`config.mk`:
```
export PLATFORM = sky130hd
export DESIGN_NAME = seq_sub256bits
export DESIGN_NICKNAME = d
export VERILOG_FILES = /design/src/rtl/seq_sub256bits.sv
export SDC_FILE = /design/constraint.sdc
export NUM_CORES = 2
export LEC_CHECK = 0
export CAP_MARGIN = 20
export CORE_ASPECT_RATIO = 2
export CORE_MARGIN = 10
export CORE_UTILIZATION = 55
export CTS_BUF_LIST = sky130_fd_sc_hd__clkbuf_8
export DETAILED_ROUTE_END_ITERATION = 12
export PLACE_DENSITY_LB_ADDON = 0.1
export SLEW_MARGIN = 0
export SYNTH_ARGS = -nofsm -noshare
export SYNTH_HDL_FRONTEND = slang
export SYNTH_SLANG_ARGS = --single-unit
```
`constraint.sdc`:
```
create_clock -name clk -period 3.25 [get_ports clk]
set_input_delay 0.65 -clock clk [delete_from_list [all_inputs] [get_ports clk]]
set_output_delay 0.65 -clock clk [all_outputs]
set_load 0.02 [all_outputs]
```
`src/rtl/seq_sub256bits.sv`:
```
// Multi-cycle unsigned subtractor: one W-bit chunk per clock, LSB chunk first,
// borrow carried between chunks in a register, one-cycle done pulse on completion.
`timescale 1ns/1ps

module seq_sub256bits #(
    parameter int N = 256,
    parameter int W = 32
) (
    input  logic         clk,
    input  logic         rst_n,
    input  logic         start,
    input  logic         bin,
    input  logic [N-1:0] a,
    input  logic [N-1:0] b,
    output logic [N-1:0] d,
    output logic         bout,
    output logic         busy,
    output logic         done
);

    localparam int NCHUNK = N / W;
    localparam int CNT_W  = $clog2(NCHUNK);

    typedef enum logic [1:0] {
        S_IDLE = 2'd0,
        S_RUN  = 2'd1,
        S_DONE = 2'd2
    } state_t;

    state_t           r_state;
    state_t           w_state_next;
    logic [CNT_W-1:0] r_cnt;
    logic [N-1:0]     r_a;
    logic [N-1:0]     r_b;
    logic             r_brw;
    logic [N-W-1:0]   r_acc;
    logic [N-1:0]     r_d;
    logic             r_bout;
    logic [W:0]       w_diff;
    logic [N-W-1:0]   w_acc_next;
    logic             w_last;

    // Operands shift right each RUN cycle, so the active chunk is always the low W bits.
    assign w_diff = {1'b0, r_a[W-1:0]} - {1'b0, r_b[W-1:0]} - (W+1)'(r_brw);
    assign w_last = (r_cnt == CNT_W'(NCHUNK - 1));

    // Result chunks enter at the top of the accumulator; the final chunk bypasses it into d.
    generate
        if (NCHUNK == 2) begin : g_acc_two
            assign w_acc_next = w_diff[W-1:0];
        end else begin : g_acc_many
            assign w_acc_next = {w_diff[W-1:0], r_acc[N-W-1:W]};
        end
    endgenerate

    always_ff @(posedge clk or negedge rst_n) begin
        if (!rst_n) begin
            r_state <= S_IDLE;
        end else begin
            r_state <= w_state_next;
        end
    end

    always_comb begin
        w_state_next = r_state;
        case (r_state)
            S_IDLE:  if (start) w_state_next = S_RUN;
            S_RUN:   if (w_last) w_state_next = S_DONE;
            S_DONE:  w_state_next = S_IDLE;
            default: w_state_next = S_IDLE;
        endcase
    end

    always_comb begin
        busy = (r_state != S_IDLE);
        done = (r_state == S_DONE);
        d    = r_d;
        bout = r_bout;
    end

    always_ff @(posedge clk or negedge rst_n) begin
        if (!rst_n) begin
            r_cnt  <= '0;
            r_a    <= '0;
            r_b    <= '0;
            r_brw  <= 1'b0;
            r_acc  <= '0;
            r_d    <= '0;
            r_bout <= 1'b0;
        end else begin
            case (r_state)
                S_IDLE: begin
                    if (start) begin
                        r_a   <= a;
                        r_b   <= b;
                        r_brw <= bin;
                        r_cnt <= '0;
                    end
                end
                S_RUN: begin
                    r_a   <= r_a >> W;
                    r_b   <= r_b >> W;
                    r_brw <= w_diff[W];
                    r_acc <= w_acc_next;
                    r_cnt <= r_cnt + CNT_W'(1);
                    if (w_last) begin
                        r_d    <= {w_diff[W-1:0], r_acc};
                        r_bout <= w_diff[W];
                    end
                end
                default: ;
            endcase
        end
    end

endmodule

```
==> impl_metrics.yaml <==
critical_path:
  cp_slowest_cell: "clkdlybuf4s50_1"
  regToRegEndpoint: "r_acc[220]$_DFFE_PN0P_"
  regToRegStartpoint: "r_b[12]$_DFFE_PN0P_"
  path_delay_family: "buffers and inverters"
  reg2reg_slack_ps: 260
  cpPeakStageDelay_ps: 700
  cp.required_ps: 2600
  startpoint_type: "flip-flop"
  r2r_cells: 10
  end_kind: "output pin"
  critical_path.max_fanout: 13
  cp.depth: 2
  arrival_ps: 2390
  critical_path_class: "flip-flop to output pin"
  critPathBufInv: 1
  timing.critical_path.cells: "nor2b_1 > clkdlybuf4s50_1"
synth:
  syn_area_um2: 44600
  async_flop_share_pct: 100
  synthCells: 5018
  synth_ff_type: "dfrtp_1"
  ys_ff_latch: 999
  yosys_warnings: 0
  syn_nets: 5600
  avgSynthCellArea_um2: 8.88
  synth.distinct_cells: 65
  synth-edff-count: 0
  synth-seq-area-share_pct: 56.1
die:
  fp.dieW_um: 221
  row_count: 147
  io-pin-count: 775
  start_util_pct: 55.5
  die_h_um: 423
  core_um2: 80400
  die_area_um2: 93500
power:
  power.total_mw: 56.4
  seq_power_share_pct: 38.0
  p_leak_nw: 25.6
  p_comb_share_pct: 44.2
  peakVddDrop_mv: 0.557
  powerDensity_nw_per_um2: 996
  swShare_pct: 42.9
  clkPwrFrac_pct: 17.8
  p_int_mw: 32.2
  p_sw_mw: 24.2
status:
  status: "completed"
sta:
  report.final.setup_viol: 0
  slew_headroom_pct: 40.0
  worst_pin_slew_ps: 900
  fin_ws_ps: 209
  drv_slew: 0
  timing.final.crit_share_pct: 93.6
  rsz0062_at_grt: "false"
  fin_tns_setup_ps: 0
  fmax_mhz: 329
  finalHoldViolations: 0
  skew_ps: 36.8
  period_needed_ps: 3040
finish:
  drive_gt1_share_pct: 6.39
  nets: 6276
  syn_to_final_growth_pct: 27.0
  fin_util_pct: 70.5
  design_area_um2: 56600
clock_tree:
  cts_tree: "done"
  clock-root-buffer: "clkbuf_8"
  h-tree-depth: 4
  cts_sinks: 999
  post_cts_buffers: 0
  clock_latency_ps: 810
  cts_buffers: 142
  clk_pin_slew_ps: 70
  clock_path_buffers: 3
global_route:
  grt_pass1_vias: 39000
  grt_pass1_wl_mm: 237
  antenna_found_initial: 70
  grt_max_degree: 205
  grt_use_total_pct: 32.9
  overflow: 0
routing:
  drcViolationCount: 0
  routed_wl_mm: 157
  drt_iter0_drc: 3466
  via_count: 38800
  dr.pass1.iters: 5
  postRouteAntennaNets: 0
  routedWlPerCell_um: 22.9
  via_per_inst: 5.65
placement:
  hpwlAfterDp_mm: 116
  port_buffers: 774
  place_area_um2: 53700
  dpl_worst_slack_ps: 225
  gp_congestion: 0.943
hold_path:
  hp-class: "input pin to asynchronous set/reset pin"
flow_run:
  cap_violations: 0
[power groups by stage]
stage	Clock [mW]	Sequential, mW	Combinational, mW
floorplan	0	21.9	12.9
global placement	0	21.4	24.5
detailed placement	0	21.6	24.9
CTS	10.2	21.3	25.1
global route	10.7	21.9	27.2
finish	10.1	21.4	24.9
[logic make-up (layout without fill, tap and decap cells)]
group                      after synthesis  after routing  synth area share (%)
and+or+nand+nor                       2317           2317                  23.7
AOI/OAI and AO/OA                     1127           1127                  13.6
DFF                                    999            999                  56.1
buffers and inverters                  481           1256                  4.17
adders and majority gates               66             66                  1.89
xor gates and xnor gates                27             27                 0.530
muxes                                    1              1                0.0225
other                                    0             36                     0
[worst max path at each step]
stage	slack [ps]	end	startpoint
3_3_place_gp	240	r_acc[220]$_DFFE_PN0P_	r_a[12]$_DFFE_PN0P_
6_report	210	done	r_state[0]$_DFFE_PN0P_
3_5_place_dp	220	r_acc[220]$_DFFE_PN0P_	r_a[12]$_DFFE_PN0P_
2_1_floorplan	660	d[255]$_DFFE_PN0P_	r_a[0]$_DFFE_PN0P_
5_1_grt	50	r_acc[217]$_DFFE_PN0P_	r_a[20]$_DFFE_PN0P_
4_1_cts	140	done	r_state[0]$_DFFE_PN0P_
[per-layer routing]
| metal | share of wire [%] | vias up | track usage (%) |
|---|---|---|---|
| met2 | 48 | 1543 | 52.9 |
| met1 | 36 | 18700 | 36.6 |
| met5 | 0.31 | - | 0 |
| met4 | 7.7 | 70 | 23.6 |
| met3 | 8.6 | 408 | 10.3 |
| li1 | - | 18100 | - |
[metrics by stage]
| stage | cells | hold WS, ps |
|---|---|---|
| 2_1_floorplan | 5018 | 354 |
| 3_3_place_gp | 6592 | 447 |
| 3_5_place_dp | 6592 | 449 |
| 4_1_cts | 6836 | 369 |
| 5_1_grt | 6856 | 411 |
| 6_report | 6872 | 384 |
[sequential cells by signal (all words and copies together) (netlist names)]
name,count
d,256
r_state,2
r_cnt,3
r_acc,224
r_brw,1
r_b,256
bout,1
r_a,256
[synthesized netlist by cell type (8+ instances only)]
master | count | area share, %
o21ai_0 | 514 | 5.8
inv_1 | 97 | 0.82
clkbuf_1 | 352 | 3.0
nand2_1 | 1777 | 15
ha_1 | 64 | 1.8
a21oi_1 | 482 | 5.4
nor2_1 | 23 | 0.19
buf_1 | 22 | 0.19
a22o_1 | 66 | 1.3
nand4_1 | 14 | 0.20
nor3_1 | 10 | 0.11
nor3b_1 | 448 | 7.5
o211ai_1 | 9 | 0.15
dfrtp_1 | 999 | 56
a21o_1 | 8 | 0.13
nand3_1 | 17 | 0.19
xor2_1 | 13 | 0.26
xnor2_1 | 14 | 0.28
[final cells by class]
class / count / area [um^2]
fill: 6514 / 23700
sequential: 999 / 25000
tap: 1043 / 1310
multi-input combinational: 3538 / 17800
clock buffer: 181 / 2490
inverter: 99 / 384
antenna: 36 / 90.1
clock inverter: 62 / 360
timing repair buffer: 914 / 9220
[layout by cell type (no fill, tap or decap), types with 7 or more instances in the layout]
master / synthesis / routed
nand4_1: 14 / 14
nor3b_1: 448 / 448
nand2_1: 1777 / 1777
buf_12: 0 / 33
a21oi_1: 482 / 482
o21ai_1: 7 / 7
clkbuf_8: 3 / 181
clkdlybuf4s50_1: 0 / 772
dfrtp_1: 999 / 997
nand3_1: 17 / 17
nor3_1: 10 / 10
diode_2: 0 / 36
ha_1: 64 / 64
buf_4: 1 / 106
a31oi_1: 7 / 7
clkinvlp_4: 0 / 7
inv_1: 97 / 136
xnor2_1: 14 / 14
o21ai_0: 514 / 514
o211ai_1: 9 / 9
xor2_1: 13 / 13
clkinv_2: 0 / 7
a21o_1: 8 / 8
nor2_1: 23 / 22
a22o_1: 66 / 66
[repair_timing]
| item | 4_1_cts | 5_1_grt |
|---|---|---|
| hold buffers | 1 | 0 |
| gates resized for setup | 1 | 0 |
| setup endpoints to repair | 1 | 0 |
| hold endpoints to repair | 29 | 0 |
Note: power is estimated with default switching activity, not from simulation.
